**config.mk**
```make
export PLATFORM = sky130hd
export DESIGN_NAME = wash_controller_flat
export DESIGN_NICKNAME = d
export VERILOG_FILES = /design/src/rtl/wm_pkg.sv /design/src/rtl/wash_controller_if.sv /design/src/rtl/wm_watchdog.sv /design/src/rtl/wash_controller.sv /design/src/flat_wrapper.sv
export SDC_FILE = /design/constraint.sdc
export NUM_CORES = 1
export LEC_CHECK = 0
export ABC_CLOCK_PERIOD_IN_PS = 2300
export BUFFER_PORTS_ARGS = -buffer_cell sky130_fd_sc_hd__buf_2
export CORE_ASPECT_RATIO = 0.5
export CORE_MARGIN = 2
export CORE_UTILIZATION = 25
export DETAILED_ROUTE_END_ITERATION = 16
export PLACE_DENSITY_LB_ADDON = 0.05
export SLEW_MARGIN = 20
export SYNTH_ARGS = -nofsm -noshare
export SYNTH_HDL_FRONTEND = slang
export SYNTH_SLANG_ARGS = --single-unit
```
**constraint.sdc**
```tcl
create_clock -name clock -period 2.3 [get_ports clock]
set_clock_uncertainty 0.05 [all_clocks]
set_input_delay 0.345 -clock clock [delete_from_list [all_inputs] [get_ports clock]]
set_output_delay 0.345 -clock clock [all_outputs]
set_load 0.05 [all_outputs]
```
**src/rtl/wm_pkg.sv**
```systemverilog
// Shared washing-machine definitions.
// Holds the state codes seen by both the controller and the external phase
// timer, plus the dwell-counter width and a helper that says which states
// are timed (and therefore watched for a stuck phase).
package wm_pkg;

    typedef enum logic [2:0] {
        IDLE       = 3'd0,
        CHECK_DOOR = 3'd1,
        FILL_WATER = 3'd2,
        HEAT_WATER = 3'd3,
        WASH       = 3'd4,
        RINSE      = 3'd5,
        SPIN       = 3'd6,
        COMPLETE   = 3'd7
    } state_t;

    localparam int                 DWELL_W   = 8;
    localparam logic [DWELL_W-1:0] DWELL_MAX = '1;

    // States 2..6 are driven by timer flags and can stall.
    function automatic logic is_timed(state_t s);
        return (s inside {FILL_WATER, HEAT_WATER, WASH, RINSE, SPIN});
    endfunction

endpackage

```
**src/rtl/wash_controller_if.sv**
```systemverilog
// Controller <-> machine signal bundle.
// slave  : the controller (samples commands/sensors/timer flags, drives
//          the state code, actuators and status).
// master : the environment (machine, timer, user panel, or a bench).
interface wash_controller_if;

    logic       start;
    logic       cancel;
    logic       door_Closed;
    logic       sig_Full;
    logic       sig_Temperature;
    logic       sig_Completed;
    logic [2:0] state;
    logic       water_Inlet;
    logic       heater_On;
    logic       motor_On;
    logic       door_Lock;
    logic       done;
    logic       fault;

    modport slave (
        input  start, cancel, door_Closed, sig_Full, sig_Temperature, sig_Completed,
        output state, water_Inlet, heater_On, motor_On, door_Lock, done, fault
    );

    modport master (
        output start, cancel, door_Closed, sig_Full, sig_Temperature, sig_Completed,
        input  state, water_Inlet, heater_On, motor_On, door_Lock, done, fault
    );

endinterface

```
**src/rtl/wm_watchdog.sv**
```systemverilog
// Dwell-time watchdog for the timed states.
// Ports:
//   clock, reset_n : clock and asynchronous active-low reset
//   clear          : state is changing this cycle, restart the count
//   timed          : current state is one of the timed states
//   timeout        : dwell count has reached TIMEOUT_CYCLES-1 in a timed state
module wm_watchdog
    import wm_pkg::*;
#(
    parameter int TIMEOUT_CYCLES = 200
) (
    input  logic clock,
    input  logic reset_n,
    input  logic clear,
    input  logic timed,
    output logic timeout
);

    localparam logic [DWELL_W-1:0] LIMIT = DWELL_W'(TIMEOUT_CYCLES - 1);

    logic [DWELL_W-1:0] dwell;

    always_ff @(posedge clock or negedge reset_n) begin
        if (!reset_n) begin
            dwell <= '0;
        end else if (clear) begin
            dwell <= '0;
        end else if (timed && dwell != DWELL_MAX) begin
            dwell <= dwell + 1'b1;
        end
    end

    // Registered count only, so no loop through the next-state logic.
    assign timeout = timed && (dwell == LIMIT);

endmodule

```
**src/rtl/wash_controller.sv**
```systemverilog
// Washing-machine sequence controller.
// Ports:
//   clock, reset_n : sole clock, asynchronous active-low reset
//   bus (slave)    : start/cancel/door_Closed and the timer flags in;
//                    state code, actuators, done and sticky fault out.
// Sequence: IDLE -> CHECK_DOOR -> FILL -> HEAT -> WASH, then RINSE_PASSES
// rounds of FILL -> RINSE, then SPIN -> COMPLETE. All outputs are registered.
module wash_controller
    import wm_pkg::*;
#(
    parameter int TIMEOUT_CYCLES = 200,
    parameter int RINSE_PASSES   = 2
) (
    input  logic              clock,
    input  logic              reset_n,
    wash_controller_if.slave  bus
);

    localparam logic [2:0] PASSES = 3'(RINSE_PASSES);

    state_t     state_q, state_d;
    logic       entry_q;            // first cycle in the current state
    logic       rinse_q, rinse_d;   // past WASH: fills now lead to RINSE
    logic [1:0] pass_q, pass_d;
    logic       fault_q, fault_d;
    logic       flag;
    logic       timeout;
    logic       water_q, heater_q, motor_q, lock_q, done_q;

    wm_watchdog #(.TIMEOUT_CYCLES(TIMEOUT_CYCLES)) u_watchdog (
        .clock   (clock),
        .reset_n (reset_n),
        .clear   (state_d != state_q),
        .timed   (is_timed(state_q)),
        .timeout (timeout)
    );

    // Exit flag of the current state. Timer flags lag a cycle and
    // sig_Completed is shared, so the entry cycle never sees a flag.
    always_comb begin
        flag = 1'b0;
        case (state_q)
            FILL_WATER:        flag = bus.sig_Full;
            HEAT_WATER:        flag = bus.sig_Temperature;
            WASH, RINSE, SPIN: flag = bus.sig_Completed;
            default:           flag = 1'b0;
        endcase
        if (entry_q) flag = 1'b0;
    end

    always_comb begin
        state_d = state_q;
        rinse_d = rinse_q;
        pass_d  = pass_q;
        fault_d = fault_q;
        case (state_q)
            IDLE:       if (bus.start && !bus.cancel) begin
                            state_d = CHECK_DOOR;
                            fault_d = 1'b0;
                        end
            CHECK_DOOR: if (bus.door_Closed) state_d = FILL_WATER;
            FILL_WATER: if (flag) state_d = rinse_q ? RINSE : HEAT_WATER;
            HEAT_WATER: if (flag) state_d = WASH;
            WASH:       if (flag) begin
                            state_d = FILL_WATER;
                            rinse_d = 1'b1;
                        end
            RINSE:      if (flag) begin
                            pass_d  = 2'(pass_q + 2'd1);
                            state_d = (({1'b0, pass_q} + 3'd1) >= PASSES) ? SPIN : FILL_WATER;
                        end
            SPIN:       if (flag) state_d = COMPLETE;
            COMPLETE:   if (!bus.door_Closed) state_d = IDLE;
            default:    state_d = IDLE;
        endcase
        // A flag arriving on the timeout cycle wins: normal exit, no fault.
        if (timeout && !flag && !bus.cancel) begin
            state_d = IDLE;
            fault_d = 1'b1;
        end
        if (bus.cancel && state_q != IDLE) state_d = IDLE;
        if (state_d == WASH && state_q != WASH) pass_d = 2'd0;
        if (state_d == IDLE) rinse_d = 1'b0;
    end

    always_ff @(posedge clock or negedge reset_n) begin
        if (!reset_n) begin
            state_q  <= IDLE;
            entry_q  <= 1'b0;
            rinse_q  <= 1'b0;
            pass_q   <= 2'd0;
            fault_q  <= 1'b0;
            water_q  <= 1'b0;
            heater_q <= 1'b0;
            motor_q  <= 1'b0;
            lock_q   <= 1'b0;
            done_q   <= 1'b0;
        end else begin
            state_q  <= state_d;
            entry_q  <= (state_d != state_q);
            rinse_q  <= rinse_d;
            pass_q   <= pass_d;
            fault_q  <= fault_d;
            water_q  <= (state_d == FILL_WATER);
            heater_q <= (state_d == HEAT_WATER);
            motor_q  <= (state_d inside {WASH, RINSE, SPIN});
            lock_q   <= is_timed(state_d);
            done_q   <= (state_d == COMPLETE);
        end
    end

    assign bus.state       = state_q;
    assign bus.water_Inlet = water_q;
    assign bus.heater_On   = heater_q;
    assign bus.motor_On    = motor_q;
    assign bus.door_Lock   = lock_q;
    assign bus.done        = done_q;
    assign bus.fault       = fault_q;

endmodule

```
**src/flat_wrapper.sv**
```systemverilog
// flat-port wrapper written by rule: the top's interface ports become plain ports
module wash_controller_flat import wm_pkg::*;
#(
    parameter int TIMEOUT_CYCLES = 200,
    parameter int RINSE_PASSES   = 2
)
  (clock, reset_n, bus_start, bus_cancel, bus_door_Closed, bus_sig_Full, bus_sig_Temperature, bus_sig_Completed, bus_state, bus_water_Inlet, bus_heater_On, bus_motor_On, bus_door_Lock, bus_done, bus_fault);
  wash_controller_if bus_i ();
  input  logic clock;
  input  logic reset_n;
  input wire logic [$bits(bus_i.start)-1:0] bus_start;
  input wire logic [$bits(bus_i.cancel)-1:0] bus_cancel;
  input wire logic [$bits(bus_i.door_Closed)-1:0] bus_door_Closed;
  input wire logic [$bits(bus_i.sig_Full)-1:0] bus_sig_Full;
  input wire logic [$bits(bus_i.sig_Temperature)-1:0] bus_sig_Temperature;
  input wire logic [$bits(bus_i.sig_Completed)-1:0] bus_sig_Completed;
  output wire logic [$bits(bus_i.state)-1:0] bus_state;
  output wire logic [$bits(bus_i.water_Inlet)-1:0] bus_water_Inlet;
  output wire logic [$bits(bus_i.heater_On)-1:0] bus_heater_On;
  output wire logic [$bits(bus_i.motor_On)-1:0] bus_motor_On;
  output wire logic [$bits(bus_i.door_Lock)-1:0] bus_door_Lock;
  output wire logic [$bits(bus_i.done)-1:0] bus_done;
  output wire logic [$bits(bus_i.fault)-1:0] bus_fault;
  assign bus_i.start = bus_start;
  assign bus_i.cancel = bus_cancel;
  assign bus_i.door_Closed = bus_door_Closed;
  assign bus_i.sig_Full = bus_sig_Full;
  assign bus_i.sig_Temperature = bus_sig_Temperature;
  assign bus_i.sig_Completed = bus_sig_Completed;
  assign bus_state = bus_i.state;
  assign bus_water_Inlet = bus_i.water_Inlet;
  assign bus_heater_On = bus_i.heater_On;
  assign bus_motor_On = bus_i.motor_On;
  assign bus_door_Lock = bus_i.door_Lock;
  assign bus_done = bus_i.done;
  assign bus_fault = bus_i.fault;
  wash_controller #(.TIMEOUT_CYCLES(TIMEOUT_CYCLES), .RINSE_PASSES(RINSE_PASSES)) u_core (.clock(clock), .reset_n(reset_n), .bus(bus_i));
endmodule
```
# Word level (Yosys, flattened, before mapping)
# Cells that the tools add are included.
[totals]
elab_cells = 84
input_bits = 8
ff_bits = 21
out_inout_bits = 9
[op_classes]
n_eq_ne = 17
n_lt_le_gt_ge = 1
mux = 26
add_sub_neg = 3
n_reduce_logical = 26
[ops]
columns = ["op", "count"]
rows = [
  ["two-way mux 3 bit", 12],
  ["equality test 3 bit, second input constant", 8],
  ["case mux 3 bit (8 select lines)", 1],
  ["two-way mux 8 bit", 2],
  ["nonzero test 2 bit", 7],
  ["equality test 3 x 2 -> 1 bit, second input constant", 4],
  ["nonzero test 5 bit", 2],
  ["adder 8 x 1 -> 8 bit, second input constant", 1],
  ["equality test 8 bit, second input constant", 1],
  ["!= test 8 bit, second input constant", 1],
  ["logical AND 1 bit", 7],
  ["two-way mux 1 bit", 7],
  ["zero test 3 bit", 2],
  ["two-way mux 2 bit", 3],
  ["AND reduction 2 bit", 3],
  ["nonzero test 3 bit", 2],
  ["adder 2 x 1 -> 3 bit, second input constant", 1],
  ["equality test 3 x 1 -> 1 bit, second input constant", 1],
  ["greater-or-equal comparator 3 x 2 -> 1 bit, second input constant", 1],
  ["!= test 3 bit", 1],
  ["!= test 3 bit, second input constant", 1],
  ["case mux 1 bit (3 select lines)", 1],
  ["OR reduction 3 bit", 1],
  ["adder 2 x 1 -> 2 bit, second input constant", 1],
  ["zero test 1 bit", 2],
]

# Longest topological paths before layout
[depth]
depth_word = 13
ltp_mapped = 11
mapped_depth_nobuf = 8

# Cells and area by module
# Synthesis repeated with hierarchy kept, for this count alone.
[hier_totals]
cells_unflattened = 145
hier_area_um2 = 1363.8
[modules_own_cells]
columns = ["module", "seq_area_each_um2", "cells_each", "area_per_inst_um2", "n_inst"]
rows = [
  ["wash_controller", 325.3, 101, 893.4, 1],
  ["wm_watchdog", 200.2, 44, 470.5, 1],
]

# Worst setup path before layout
# OpenSTA, ideal clock, no wires.
[synth_path]
kind = "reg-to-reg"
from = "register u_core.state_q[1], in the netlist u_core.bus.state[1]"
to = "register u_core.entry_q"
required_time_ns = 2.126
setup_ns = 0.124
stages_incl_launch_ff = 10
n_path_buf = 1
path_slack_ns = -0.597
t_arrival_ns = 2.723
period_less_slack_ns = 2.897
cell_sequence = "dfrtp_1 -> buf_2 -> inv_1 -> ha_1 -> or3_1 -> nor2_1 -> a311o_1 -> a31o_2 -> nand4_2 -> or2_1"
[synth_via]
elab_chain_cells = 10
word_cells_on_any_way = 30
classes_between = "8 x eq/ne; 13 x mux; 9 x reduce/logical"
[synth_rtl]
columns = ["item", "line_no", "text"]
rows = [
  ["start: declaration", "wash_controller.sv:21", "state_t state_q, state_d;"],
  ["start signal: assignment", "wash_controller.sv:99", "state_q <= state_d;"],
  ["parallel branches: the longest is 9 deep, another holds case mux 3 bit (8 select lines)", "--", ""],
  ["!= test 3 bit (*)", "--", ""],
  ["named net u_core.u_watchdog.clear", "wm_watchdog.sv:14", "input logic clear,"],
  ["end signal: assignment", "wash_controller.sv:100", "entry_q <= (state_d != state_q);"],
  ["end: declaration", "wash_controller.sv:22", "logic entry_q;"],
]
# Mark *: on every way through the listed nets, which the timed path passes.
# A chain may end at the register's enable or synchronous reset.

# Final worst setup path
[layout_path]
from = "register u_core.state_q[2], in the netlist u_core.bus.state[2]"
to = "register u_core.u_watchdog.dwell[4]"
[layout_via]
elab_chain_cells = 11
word_cells_on_any_way = 33
classes_between = "8 x eq/ne; 14 x mux; 11 x reduce/logical"
[layout_rtl]
columns = ["item", "line_no", "text"]
rows = [
  ["parallel branches: the longest is 11 deep, another holds case mux 3 bit (8 select lines)", "--", ""],
  ["end signal: assignment", "wm_watchdog.sv:29", "dwell <= dwell + 1'b1;"],
  ["end: declaration", "wm_watchdog.sv:21", "logic [DWELL_W-1:0] dwell;"],
]
# Several ways; the timed one is not identified.

==> impl_metrics.ini <==
[final_layout]
drive_gt1_share_pct = 52.1
post-route-util_pct = 41.1
nets = 231
area_growth_pct = 60.1
antennaDiodeCount = 0
fill_cells = 561

[floorplanning]
die_h_um = 56.7
ios = 17
start_util_pct = 25.6
die_area_mm2 = 0.00621
core_area_mm2 = 0.00542
num_rows = 19
die_x_um = 109

[clock_tree]
root_buffer = clkbuf_8
htree_levels = 1
clkTransAtPathRegs_ns = 0.08
clk_latency_ns = 0.26
holdBufCountCts = 0
cts_buffers = 3
cts.path.max_buffers = 2
cts_tree = done
clock-sinks = 21

[detailed_routing]
vias = 1360
drt-total-wl_um = 4220
drt_iter0_drc = 38
wl_per_cell_um = 14.6
drc = 0
ant_nets = 0
viasPerCell = 4.69
drt_first_pass_iters = 4

[power]
pwr-share-comb_pct = 76.3
pwr-share-seq_pct = 16.4
ir_drop_v = 0.000532
power_density_mw_per_mm2 = 1560
swShare_pct = 45.1
internal_power_mw = 1.90
clockPowerShare_pct = 7.2
p_total_mw = 3.46
switchingPower_mw = 1.56
power.leakage_nw = 0.994

[synthesis]
syn_area_mm2 = 0.00139
synthFlopType = dfrtp_1
synth.most_common_cell = dfrtp_1
yosysTopAreaCell = dfrtp_1
seq_area_frac_synth_pct = 37.8
async_flop_share_pct = 100
synth.top_cell.area_share_pct = 37.8
syn_nets = 157
yosys-top-cells-area = dfrtp_1 38%, ha_1 4.5%, nand2_1 3.8%
synth_warnings = 0
synthTopCellsByCount = 21 x dfrtp_1, 14 x nand2_1, 10 x nor3_1
synthCells = 144
synth_edf_count = 0
syn_avg_cell_area_um2 = 9.65
ys_types = 48
ys_seq_elements = 21

[setup_path]
reg2reg_to = u_core.u_watchdog.dwell[4]$_DFFE_PN0P_
reg2regPathDepth = 8
crit_path_max_fanout = 7
end_kind = flop
path_cells = buf_4 -> ha_4 -> or3_4 -> o221ai_2 -> a22oi_2 -> or4b_4 -> nand4_4 -> nor3_1
cpMaxStageDelayCell = or4b_4
crit_type = reg -> reg
r2r-start = u_core.bus.state[2]$_DFF_PN0_
critPathBufInv = 1
required_ns = 2.40
cp.arrival_ns = 2.45
worstSetupStartpoint = u_core.bus.state[2]$_DFF_PN0_
startpoint_type = flop
r2r_setup_slack_ns = -0.06
crit_family = simple AND/OR/NAND/NOR gates
cp.depth = 8
max_stage_delay_ns = 0.61
worstSetupEndpoint = u_core.u_watchdog.dwell[4]$_DFFE_PN0P_

[timing]
final-hold-violation-count = 21
maxSlewViolCount = 0
fin_ws_ns = -0.0563
tightestPinTransition_ns = 0.485
max-slew-margin-rel_pct = 67.7
finalCriticalPeriod_ns = 2.36
rsz0062_at_grt = true
fin_crit_sh_pct = 102
finalSetupViolCount = 10
max_freq_ghz = 0.424
hold_ws_ns = -0.0171

[outcome]
violations = negative hold slack, negative setup slack
outcome = complete, but fails checks

[placement]
dpl.hpwl_um = 2950
portBuffers = 16
place.gp.congestion = 0.770

[global_route]
grt_max_degree = 22
antenna_found_initial = 0
track_usage_pct = 14.7
grt_pass1_vias = 1350
grt_overflow = 0
grt_pass1_wl_um = 6920

[job]
drv_cap = 0

[worst_hold_path]
hold_class = in -> async
## cells in the final DEF (no fill, tap or decap), types with 4 or more instances in the layout
cell type,Yosys,final
nor2_1,8,7
nand2b_1,4,4
nor3_1,10,8
dfrtp_1,21,18
nand2_1,14,14
nand4_1,5,5
xor2_1,6,6
buf_2,4,16
buf_4,0,52
## worst min-delay path by stage
stage	cells after the start	endpoint	slack, ns
2_1_floorplan	0	u_core.bus.done$_DFF_PN0_	-0.0006
3_3_place_gp	1	u_core.pass_q[0]$_DFFE_PN0P_	0.29
3_5_place_dp	1	u_core.pass_q[0]$_DFFE_PN0P_	0.30
4_1_cts	1	u_core.u_watchdog.dwell[6]$_DFFE_PN0P_	0.007
5_1_grt	1	u_core.entry_q$_DFF_PN0_	0.03
6_report	1	u_core.entry_q$_DFF_PN0_	-0.02
## final cells by class
| type | instances | area, µm² | share of cell area, % |
|---|---|---|---|
| clock buffer | 4 | 45.0 | 2.02 |
| inverter | 6 | 26.3 | 1.18 |
| multi-input combinational | 113 | 987 | 44.4 |
| sequential | 21 | 532 | 23.9 |
| tap | 73 | 91.3 | 4.10 |
| timing repair buffer | 73 | 544 | 24.5 |
## cell families (layout without fill, tap and decap cells)
family          after synthesis  after routing  share of synthesized area (%)
simple gates                 71             72                           29.9
mux                           4              4                           3.06
buf+inv                      12             83                           4.68
compound gates               23             23                           13.7
fa+ha+maj                     5              5                           4.50
xor+xnor                      8              9                           6.39
flops                        21             21                           37.8
## state kept, by name, summed over array words and instances, names as in the netlist
register	count
u_core.bus.heater_On	1
u_core.bus.fault	1
u_core.bus.state	3
u_core.pass_q	2
u_core.bus.motor_On	1
u_core.bus.door_Lock	1
u_core.rinse_q	1
u_core.bus.water_Inlet	1
u_core.u_watchdog.dwell	8
u_core.bus.done	1
u_core.entry_q	1
## power groups by stage
| stage | Sequential (mW) | Combinational [mW] | Clock, mW |
|---|---|---|---|
| 3_5_place_dp | 0.586 | 1.98 | 0 |
| 6_report | 0.569 | 2.64 | 0.250 |
| 5_1_grt | 0.580 | 2.85 | 0.274 |
| 2_1_floorplan | 0.717 | 1.19 | 0 |
| 3_3_place_gp | 0.587 | 2.01 | 0 |
| 4_1_cts | 0.567 | 2.41 | 0.259 |
## timing repair
| action | in CTS | in global routing |
|---|---|---|
| gates resized for setup | 14 | 7 |
| cloned | 2 | 0 |
| hold endpoints to repair | 0 | 0 |
| pin swaps | 5 | 10 |
| setup endpoints to repair | 16 | 17 |
| buffers inserted | 12 | 8 |
## routing by layer
metal / global-route usage, % / part of all wire [%] / vias to the layer above / wire length (µm)
met3: 3.37 / 3.2 / 4 / 135
met5: 0 / 0 / - / 0
met2: 21.8 / 43 / 14 / 1830
met4: 3.25 / 0.76 / 0 / 32
met1: 21.6 / 53 / 659 / 2220
li1: - / - / 683 / -
## through the flow
stage | setup WS [ns] | instances | TNS (ns) | area (µm²) | hold slack (ns)
floorplan | -0.183 | 144 | -1.98 | 1480 | -0.000591
global placement | -0.218 | 264 | -1.97 | 1870 | 0.288
detailed placement | -0.169 | 264 | -1.42 | 1870 | 0.300
CTS | -0.0376 | 282 | -0.157 | 2100 | 0.00696
global route | -0.135 | 290 | -1.55 | 2230 | 0.0294
finish | -0.0563 | 290 | -0.440 | 2230 | -0.0171
Note: power is estimated with default switching activity, not from simulation.
